### src/rtl/mem_arb_pkg.sv
// Shared types and constants for the fetch/data memory arbiter.
package mem_arb_pkg;

  localparam int unsigned WDOG_W = 16;
  localparam int unsigned DATA_W = 32;
  localparam logic [DATA_W-1:0] ERR_WORD_DEF = 32'hDEAD_BEEF;

  typedef enum logic [1:0] {IDLE, DACC, IACC} arb_state_t;

  // Command held on the memory bus for the duration of one access
  typedef struct packed {
    logic              we;
    logic [DATA_W-1:0] addr;
    logic [DATA_W-1:0] wdata;
  } mem_cmd_t;

endpackage

### src/rtl/wdog_counter.sv
// Watchdog for an outstanding memory request; flags the last allowed unacked cycle.
module wdog_counter
  import mem_arb_pkg::*;
#(
  parameter int unsigned TIMEOUT_CYC = 255
) (
  input  logic clk,
  input  logic reset,
  input  logic clr,
  input  logic en,
  output logic done_c
);

  logic [WDOG_W-1:0] count;

  always_ff @(posedge clk or negedge reset) begin
    if (!reset) begin
      count <= '0;
    end else if (clr) begin
      count <= '0;
    end else if (en) begin
      count <= count + WDOG_W'(1);
    end
  end

  // Terminal cycle: this unacked cycle is the TIMEOUT_CYC-th one
  assign done_c = en && (count == WDOG_W'(TIMEOUT_CYC - 1));

endmodule

### src/rtl/mem_arbiter.sv
// Serialises IF-stage fetches and MEM-stage loads/stores onto one memory port.
module mem_arbiter
  import mem_arb_pkg::*;
#(
  parameter int unsigned       TIMEOUT_CYC = 255,
  parameter logic [DATA_W-1:0] ERR_WORD    = ERR_WORD_DEF
) (
  input  logic              clk,
  input  logic              reset,
  input  logic              if_req,
  input  logic [DATA_W-1:0] if_addr,
  output logic [DATA_W-1:0] if_rdata,
  output logic              if_valid,
  input  logic              dm_req,
  input  logic              dm_we,
  input  logic [DATA_W-1:0] dm_addr,
  input  logic [DATA_W-1:0] dm_wdata,
  output logic [DATA_W-1:0] dm_rdata,
  output logic              dm_valid,
  output logic              mem_req,
  output logic              mem_we,
  output logic [DATA_W-1:0] mem_addr,
  output logic [DATA_W-1:0] mem_wdata,
  input  logic [DATA_W-1:0] mem_rdata,
  input  logic              mem_ack,
  output logic              stall_if,
  output logic              stall_mem,
  output logic              err
);

  arb_state_t        state, state_n;
  mem_cmd_t          cmd, cmd_n;
  logic              req_n;
  logic              if_valid_n, dm_valid_n, err_n;
  logic [DATA_W-1:0] if_rdata_n, dm_rdata_n;
  logic              wd_done;
  logic              fin;
  logic [DATA_W-1:0] rsp;

  wdog_counter #(.TIMEOUT_CYC(TIMEOUT_CYC)) u_wdog (
    .clk    (clk),
    .reset  (reset),
    .clr    (state == IDLE),
    .en     (mem_req && !mem_ack),
    .done_c (wd_done)
  );

  // Ack beats the watchdog when both land in the same cycle
  assign fin = mem_ack || wd_done;
  assign rsp = mem_ack ? mem_rdata : ERR_WORD;

  always_ff @(posedge clk or negedge reset) begin
    if (!reset) begin
      state    <= IDLE;
      cmd      <= '0;
      mem_req  <= 1'b0;
      if_rdata <= '0;
      dm_rdata <= '0;
      if_valid <= 1'b0;
      dm_valid <= 1'b0;
      err      <= 1'b0;
    end else begin
      state    <= state_n;
      cmd      <= cmd_n;
      mem_req  <= req_n;
      if_rdata <= if_rdata_n;
      dm_rdata <= dm_rdata_n;
      if_valid <= if_valid_n;
      dm_valid <= dm_valid_n;
      err      <= err_n;
    end
  end

  always_comb begin
    state_n    = state;
    cmd_n      = cmd;
    req_n      = mem_req;
    if_rdata_n = if_rdata;
    dm_rdata_n = dm_rdata;
    if_valid_n = 1'b0;
    dm_valid_n = 1'b0;
    err_n      = err;
    case (state)
      // A port whose valid is pulsing still holds req for the same instruction
      IDLE: begin
        if (dm_req && !dm_valid) begin
          state_n     = DACC;
          req_n       = 1'b1;
          cmd_n.we    = dm_we;
          cmd_n.addr  = dm_addr;
          cmd_n.wdata = dm_wdata;
        end else if (if_req && !if_valid) begin
          state_n    = IACC;
          req_n      = 1'b1;
          cmd_n.we   = 1'b0;
          cmd_n.addr = if_addr;
        end
      end
      DACC: begin
        if (fin) begin
          state_n    = IDLE;
          req_n      = 1'b0;
          dm_rdata_n = rsp;
          dm_valid_n = 1'b1;
          err_n      = err || !mem_ack;
        end
      end
      IACC: begin
        if (fin) begin
          state_n    = IDLE;
          req_n      = 1'b0;
          if_rdata_n = rsp;
          if_valid_n = 1'b1;
          err_n      = err || !mem_ack;
        end
      end
      default: begin
        state_n = IDLE;
        req_n   = 1'b0;
      end
    endcase
  end

  assign mem_we    = cmd.we;
  assign mem_addr  = cmd.addr;
  assign mem_wdata = cmd.wdata;
  assign stall_if  = if_req && !if_valid;
  assign stall_mem = dm_req && !dm_valid;

endmodule

### config.mk
export PLATFORM = sky130hd
export DESIGN_NAME = mem_arbiter
export DESIGN_NICKNAME = d
export VERILOG_FILES = /design/src/rtl/mem_arb_pkg.sv /design/src/rtl/wdog_counter.sv /design/src/rtl/mem_arbiter.sv
export SDC_FILE = /design/constraint.sdc
export NUM_CORES = 1
export LEC_CHECK = 0
export CORE_MARGIN = 2
export CORE_UTILIZATION = 55
export DETAILED_ROUTE_END_ITERATION = 12
export DONT_BUFFER_PORTS = 1
export HOLD_SLACK_MARGIN = 0.03
export PLACE_DENSITY = 0.78
export SYNTH_ARGS = -nofsm -noshare
export SYNTH_HDL_FRONTEND = slang
export SYNTH_SLANG_ARGS = --single-unit
### constraint.sdc
create_clock -name clk -period 2.1 [get_ports clk]
set_input_delay 0.21 -clock clk [delete_from_list [all_inputs] [get_ports clk]]
set_output_delay 0.21 -clock clk [all_outputs]
set_load 0.02 [all_outputs]
**Yosys cells after proc, flatten, opt, wreduce, memory -nomap -nowiden**

Cells that the tools add are included.

- Reductions and logical operators: 19
- Multipliers: 0
- Equal/unequal tests: 5
- Muxes and demuxes: 16
- Magnitude comparators: 0
- Add/sub/neg operators: 1
- Shift operators: 0
- Divide/modulo/power cells: 0
- Bitwise operators: 0

Operators with widths:

| cell | count |
|---|---|
| $mux W33 | 2 |
| $mux W16 | 2 |
| $mux W32 | 1 |
| $add A16 B1 Y16 const B | 1 |
| $eq A16 B8 Y1 const B | 1 |
| $reduce_and A2 Y1 | 6 |
| $mux W1 | 6 |
| $mux W2 | 3 |
| $logic_and A1 B1 Y1 | 4 |
| $pmux W2 S2 | 1 |
| $reduce_bool A2 Y1 | 2 |
| $logic_not A1 Y1 | 3 |
| $ne A3 B3 Y1 const B | 1 |
| $eq A2 B1 Y1 const B | 1 |
| $eq A2 B2 Y1 const B | 1 |
| $logic_not A2 Y1 | 1 |
| $logic_or A1 B1 Y1 | 2 |
| $ne A2 B1 Y1 const B | 1 |
| $pmux W1 S2 | 1 |
| $reduce_or A2 Y1 | 1 |

- Word-level logic and storage cells: 52
- Bits in latches: 0
- Bits in registers: 151
- Memory bits (writable): 0
- Memories kept: 0
- Output and inout bits: 135
- ROM bits: 0
- Bits of input ports: 134

**Logic depth before layout (Yosys ltp)**

Gate-level depths: netlist of run 1.

- Word-level depth: 6
- Mapped depth: 8
- Depth with buffers taken out: 6

**Modules after synthesis**

A second synthesis of run 1 with hierarchy kept.

- Cells, all modules: 439
- Area, all modules: 6525.0 um^2

By module, submodules not included:

| module | area each (um^2) | times used | seq. area each (um^2) | cells an instance |
|---|---|---|---|---|
| mem_arbiter | 5660.4 | 1 | 3378.2 | 349 |
| wdog_counter | 864.6 | 1 | 400.4 | 90 |

**Worst setup path before layout of run 1**

Ideal clock, no wire load.

- Path kind: reg2reg
- Start: register u_wdog.count[10]
- End: register mem_req
- Setup time: 0.124 ns
- Cell stages (with the launch flop): 7
- Period minus slack after synthesis: 1.928 ns
- Buffers on the path: 2
- Slack: 0.172 ns
- Required time: 1.976 ns
- Arrival time: 1.804 ns
- Cell sequence: dfrtp_1 > buf_6 > or4_4 > or4_4 > nor2_1 > buf_2 > o21ai_1

- Word-level cells in the longest chain between the ends: 5

Ends and longest elaborated chain:

| what | RTL line | text |
|---|---|---|
| start, declared | wdog_counter.sv:14 | `logic [WDOG_W-1:0] count;` |
| start signal, assigned | wdog_counter.sv:22 | `count <= count + WDOG_W'(1);` |
| $eq A16 B8 Y1 | wdog_counter.sv:27 | `assign done_c = en && (count == WDOG_W'(TIMEOUT_CYC - 1));` |
| $logic_and A1 B1 Y1 | wdog_counter.sv:27 |  |
| $logic_or A1 B1 Y1 | mem_arbiter.sv:49 | `assign fin = mem_ack \|\| wd_done;` |
| $ne A2 B1 Y1 (no source line) | n/a |  |
| $reduce_and A2 Y1 (no source line) | n/a |  |
| end signal, assigned | mem_arbiter.sv:65 | `mem_req <= req_n;` |
| end, declared | mem_arbiter.sv:20 | `output logic mem_req,` |

No other way between the ends.
A chain may end at the register's enable or synchronous reset.

**Worst setup path in the final report of run 1**

- Start: register u_wdog.count[12]
- End: register dm_rdata[8]

- Word-level cells in the longest chain between the ends: 4

Ends and longest elaborated chain:

| what | RTL line | text |
|---|---|---|
| $eq A16 B8 Y1 | wdog_counter.sv:27 |  |
| $logic_and A1 B1 Y1 | wdog_counter.sv:27 |  |
| $logic_or A1 B1 Y1 | mem_arbiter.sv:49 |  |
| $reduce_and A2 Y1 (no source line) | n/a |  |
| end signal, assigned | mem_arbiter.sv:67 | `dm_rdata <= dm_rdata_n;` |
| end, declared | mem_arbiter.sv:18 | `output logic [DATA_W-1:0] dm_rdata,` |

No other way between the ends.

==> run_results.csv, run 1 <==
group,metric,value,unit
floorplan,io_pins,269,
logic_synthesis,ys_types,44,
sta,setup_viol,0,
sta,skew,0.00606,ns
global_routing,grt_max_degree,152,
logic_synthesis,ys.warnings.count,0,
routing,drt_iter0_drc,473,
run_status,status,"complete, but fails checks",
clocking,cts_post_setup_buffers_inserted,0,
clocking,cts_tree,"yes",
logic_synthesis,synth_edf_count,0,
routing,vias_per_cell,6.10,
critical_path,r2r_setup_slack,0.1,ns
pwr,ir_worst_vdd,1.01,mV
clocking,cts_buffers,17,
critical_path,crit_path_top_delay_cell,"or4_4",
logic_synthesis,async_flop_share,100,%
floorplan,fp.dieW,114,um
global_routing,grt_pass1_wl,29.8,mm
pwr,power.density,1510,mW/mm^2
placed_design,port_buffers,0,
layout,fin_util,73.1,%
logic_synthesis,synth_seq_area_share,56.3,%
sta,tightest_slew,0.543,ns
global_routing,grt_pass1_vias,5862,
sta,rsz0062_at_grt,"false",
sta,min_period,2.00,ns
logic_synthesis,synth_nets,777,
sta,fmax,500,MHz
critical_path,worstPathArrival,2.29,ns
logic_synthesis,synthCells,638,
clocking,htreeDepth,4,
routing,vias,5601,
routing,firstDrtPassIters,4,
clocking,clk_pin_slew,0.06,ns
critical_path,timing.rr.end,"dm_rdata[8]",
placed_design,dp_slack,0.0968,ns
sta,final.setup.tns,0,ns
sta,max-slew-margin-rel,63.7,%
layout,syn2layout_area_growth,30.4,%
critical_path,crit_family,"simple AND/OR/NAND/NOR gates",
routing,antenna_left,0,
global_routing,grt_usage,29.6,%
critical_path,cpMostUsedCell,"or4_4",
routing,finalWirelength,19.4,mm
run_status,violations,"negative hold slack",
placed_design,place.gp.congestion,0.817,
clocking,cts_buffer_depth,2,
critical_path,path_cells,"or4_4, or4_4, nor2_2, buf_4, o21ai_1",
layout,layout-drive-gt1-share,13.1,%
clocking,clk_latency,0.41,ns
sta,hold_viol,151,
global_routing,gr-total-overflow,0,
placed_design,hpwl,11.5,mm
clocking,cts_root_buf,"clkbuf_16",
sta,fin_crit_sh,95.3,%
routing,wire_per_inst,21.1,um
logic_synthesis,synth_area_per_cell,10.5,um^2
sta,hold_ws,-0.506,ns
critical_path,worstReg2RegStart,"u_wdog.count[12]",
logic_synthesis,synth_seq_cells,151,
sta,setup_ws,0.0992,ns
pwr,leakage,3.84,nW
worst_hold_path,hold_class,"primary input to async pin",
critical_path,r2r_cells,5,
floorplan,core,0.0120,mm^2
floorplan,start_util,56.1,%
floorplan,die_h,114,um
job,cap_violations,0,
layout,n_fill_cell,778,
critical_path,startpoint_type,"flop",
global_routing,grt_antenna_before_repair,0,
floorplan,die_area,0.0131,mm^2
critical_path,cp.required,2.39,ns
logic_synthesis,synth.cell_area,0.00671,mm^2
critical_path,critPathMaxFanout,11,
critical_path,critPathMaxStageDelay,0.56,ns
logic_synthesis,synthFlopType,"dfrtp_1",
clocking,cts_num_sinks,151,
critical_path,criticalPathCategory,"flop to flop",
floorplan,core.rowCount,40,
sta,maxSlewViolCount,0,
critical_path,path_buf_inv,1,
critical_path,endpoint_kind,"flop",
layout,fin_nets,895,
pwr,total_power,13.2,mW
routing,drc,0,
flip-flops by register name, indices dropped and copies added (netlist names):
name          count
dm_rdata         32
dm_valid          1
err               1
if_rdata         32
if_valid          1
mem_addr         32
mem_req           1
mem_wdata        32
mem_we            1
state             2
u_wdog.count     16
cell usage in the layout (no fill, tap or decap), drive strengths merged, types with 5 or more instances in the layout:
| cell type | n |
|---|---|
| o22ai | 48 |
| dlygate4sd3 | 119 |
| mux2 | 34 |
| mux2i | 32 |
| nor2 | 65 |
| clkbuf | 21 |
| nand2 | 41 |
| dfrtp | 151 |
| buf | 25 |
| nor2b | 20 |
| inv | 7 |
| o21ai | 52 |
| nand2b | 22 |
| ha | 5 |
| a21oi | 71 |
metal layers:
metal  GRT usage, %  share of wire [%]  wire, um
met4           14.2                3.2       612
met1           32.9                 36      6970
met5              0                  0         0
met2           51.1                 53     10200
met3           9.79                8.2      1580
cells in the mapped netlist, types with 2 or more instances:
master	number	area (um^2)
dfrtp_1	151	3780
a21oi_1	71	355
nor2_1	65	244
o22ai_1	48	300
nand2_1	41	154
o21ai_0	35	175
mux2_2	34	383
mux2i_1	32	320
clkbuf_1	31	116
nand2b_1	22	138
nor2b_1	20	125
o21ai_1	17	85.1
buf_1	7	26.3
buf_2	5	25.0
ha_1	5	62.6
inv_1	5	18.8
nand4_1	4	25.0
xnor2_1	4	35.0
xor2_1	4	35.0
nand3_1	3	15.0
a31o_2	2	17.5
and2_1	2	12.5
and4_1	2	17.5
nand3b_1	2	15.0
nor3_1	2	10.0
nor4_2	2	25.0
o211ai_1	2	15.0
o21a_1	2	15.0
or3_1	2	12.5
or4_4	2	22.5
kinds of logic after synthesis:
logic type / synth area share [%]
and+or+nand+nor: 12.7
buffers and inverters: 3.12
xor gates and xnor gates: 1.04
muxes: 10.5
adders and majority gates: 0.933
AOI/OAI and AO/OA: 15.4
DFF: 56.3
cell type report:
type,count,area [um^2],share of cell area (%)
Tap cell,147,184,2.10
Timing Repair Buffer,144,1430,16.3
Sequential cell,151,3780,43.2
Clock inverter,11,123,1.40
Inverter,6,22.5,0.258
Antenna cell,2,5.00,0.0572
Multi-Input combinational cell,436,2740,31.3
Clock buffer,21,470,5.38
timing repair:
action	4_1_cts	5_1_grt
endpoints found under the setup margin	0	25
resized for setup	0	2
hold buffers	118	2
endpoints found under the hold margin	276	152
where the power goes:
group	total (mW)	switching [mW]	internal, mW
Sequential	6.71	2.60	4.11
Combinational	3.44	1.78	1.66
Clock	3.02	1.18	1.84
Total	13.2	5.56	7.62
worst register-to-register path, stage by stage (launching register included):
cell	delay, ns
dfrtp_1	0.42
or4_4	0.56
or4_4	0.46
nor2_2	0.16
buf_4	0.20
o21ai_1	0.09
through the flow:
step                      instances  area, um^2
after floorplan                 638        6710
after detailed placement        763        6900
after CTS                       913        8690
final                           918        8750
after global placement          763        6900
after global routing            916        8740
worst max path at each step:
stage                startpoint            to  slack (ns)  cells past startpoint
6_report       u_wdog.count[12]   dm_rdata[8]         0.1                      5
5_1_grt        u_wdog.count[12]   if_rdata[8]        0.02                      5
4_1_cts                dm_valid  mem_addr[31]        0.07                      5
3_5_place_dp           dm_valid  mem_addr[15]         0.1                      4
3_3_place_gp   u_wdog.count[12]       mem_req        0.13                      5
2_1_floorplan  u_wdog.count[10]       mem_req        0.17                      6
Power figures use the tool's default switching activity.
==> run 2: changes to the inputs <==
--- a/config.mk
+++ b/config.mk
@@ -9,8 +9,9 @@
 export CORE_UTILIZATION = 55
 export DETAILED_ROUTE_END_ITERATION = 12
 export DONT_BUFFER_PORTS = 1
-export HOLD_SLACK_MARGIN = 0.03
+export HOLD_SLACK_MARGIN = 0.15
 export PLACE_DENSITY = 0.78
+export SLEW_MARGIN = 10
 export SYNTH_ARGS = -nofsm -noshare
 export SYNTH_HDL_FRONTEND = slang
 export SYNTH_SLANG_ARGS = --single-unit
==> run 2 against run 1 <==
  * The run still ends with negative hold slack left
  * Cell area grew 1.3%
  * Non-clock buffer count grew 10
  * Worst hold slack gained 0.0025 ns
  * Clock power is essentially flat
  * Power grew 0.88%
  * Sequential share of layout area shrank 0.54 points
  * Setup slack lost 0.011 ns
  * First-iteration DRC count grew 1.7%
  * Critical path type unchanged
  * Largest cell class unchanged
==> run_results.csv, run 2 (synthesis gave the netlist of run 1 again) <==
group,metric,value,unit
run_status,status,"complete, but fails checks",
run_status,violations,"negative hold slack",
sta,max-slew-margin-rel,49.4,%
global_routing,grt_pass1_vias,5951,
floorplan,die_area,0.0131,mm^2
worst_hold_path,hold_class,"primary input to async pin",
layout,final_area,0.00886,mm^2
sta,skew,0.00675,ns
placed_design,place.gp.congestion,0.817,
layout,n_fill_cell,758,
sta,setup_viol,0,
routing,wire_per_inst,21.7,um
sta,fmax,497,MHz
critical_path,critPathMaxFanout,11,
clocking,cts_buffers,17,
pwr,leakage,3.88,nW
sta,fin_crit_sh,95.8,%
clocking,cts_num_sinks,151,
critical_path,startpoint_type,"flop",
layout,final_cell_mix,"151 x dfrtp_1, 129 x dlygate4sd3_1, 71 x a21oi_1",
critical_path,criticalPathCategory,"flop to flop",
clocking,htreeDepth,4,
global_routing,grt_pass1_wl,30.8,mm
placed_design,place_area,0.00690,mm^2
routing,dr_wl_met2,10.7,mm
floorplan,core.rowCount,40,
global_routing,grt_antenna_before_repair,0,
floorplan,io_pins,269,
pwr,power.density,1500,mW/mm^2
layout,syn2layout_area_growth,32.1,%
layout,fin_util,74.0,%
layout,layout-drive-gt1-share,13.1,%
global_routing,gr-total-overflow,0,
sta,hold_viol,151,
routing,vias_per_cell,6.13,
floorplan,fp.dieW,114,um
layout,fin_nets,905,
critical_path,cp.required,2.39,ns
routing,firstDrtPassIters,5,
routing,antenna_left,0,
clocking,clk_pin_slew,0.06,ns
routing,vias,5689,
critical_path,worstPathArrival,2.30,ns
sta,min_period,2.01,ns
sta,rsz0062_at_grt,"true",
clocking,cts_buffer_depth,2,
sta,hold_ws,-0.503,ns
placed_design,port_buffers,0,
floorplan,start_util,56.1,%
routing,drt_iter0_drc,481,
routing,wl_met3,1.64,mm
clocking,clk_latency,0.41,ns
pwr,ir_worst_vdd,1.01,mV
layout,final_common_cell,"dfrtp_1",
pwr,total_power,13.3,mW
routing,drt-met1-wl,7.05,mm
critical_path,r2r_cells,5,
routing,finalWirelength,20.1,mm
placed_design,dp_slack,0.0968,ns
global_routing,grt_usage,30.7,%
critical_path,r2r_setup_slack,0.09,ns
job,cap_violations,0,
critical_path,endpoint_kind,"flop",
clocking,cts_tree,"yes",
sta,setup_ws,0.0877,ns
routing,highest_layer,"met4",
clocking,cts_root_buf,"clkbuf_16",
floorplan,die_h,114,um
placed_design,hpwl,11.5,mm
global_routing,grt_max_degree,152,
critical_path,timing.rr.end,"dm_rdata[8]",
floorplan,core,0.0120,mm^2
sta,tightest_slew,0.756,ns
critical_path,worstReg2RegStart,"u_wdog.count[12]",
routing,drc,0,
sta,maxSlewViolCount,0,
clocking,cts_hold_buffers,130,
## run 2: metal layers
layer  global-route usage (%)  vias up
li1                         -     2511
met1                     32.6     2823
met2                     53.9      293
met3                     10.9       62
met4                     15.7        0
met5                        0        -
## run 2: how the worst max path moves through the flow
stage | start | endpoint | slack (ns) | depth (start not counted)
3_3_place_gp | u_wdog.count[12] | mem_req | 0.13 | 5
4_1_cts | dm_valid | mem_addr[0] | 0.05 | 5
6_report | u_wdog.count[12] | dm_rdata[8] | 0.09 | 5
3_5_place_dp | dm_valid | mem_addr[15] | 0.1 | 4
2_1_floorplan | u_wdog.count[10] | mem_req | 0.17 | 6
5_1_grt | dm_valid | mem_addr[3] | -0.01 | 5
## run 2: critical path, cell delays in order, from the launching register on
cell and delay [ns]:
dfrtp_1 0.42, or4_4 0.56, or4_4 0.46, nor2_2 0.16, buf_4 0.20, o21ai_1 0.09
## run 2: repair_timing
action | 4_1_cts | 5_1_grt
hold endpoints to repair | 286 | 151
setup buffers | 0 | 0
endpoints found under the setup margin | 0 | 34
gates resized for setup | 0 | 4
## run 2: area by class of cell
cell class	instances	area [um^2]	share of cell area [%]
diodes	2	5.00	0.0565
clock buffers	21	470	5.31
clock inverters	11	123	1.38
inverters	6	22.5	0.254
multi-input cells	436	2740	30.9
flip-flops and latches	151	3780	42.7
well taps	147	184	2.08
repair buffers	154	1540	17.3
## run 2: through the flow
step                TNS (ns)  instances  hold WS [ns]
finish                     0        928        -0.503
detailed placement         0        763       -0.0797
global placement           0        763       -0.0791
CTS                        0        925        -0.527
global route         -0.0138        926        -0.529
floorplan                  0        638       -0.0856
## run 2: power breakdown
group / switching (mW) / total [mW] / internal (mW) / leakage [nW]
logic: 1.84 / 3.54 / 1.71 / 1.73
clock network: 1.17 / 3.01 / 1.84 / 0.281
registers: 2.63 / 6.74 / 4.11 / 1.87
total: 5.63 / 13.3 / 7.66 / 3.88
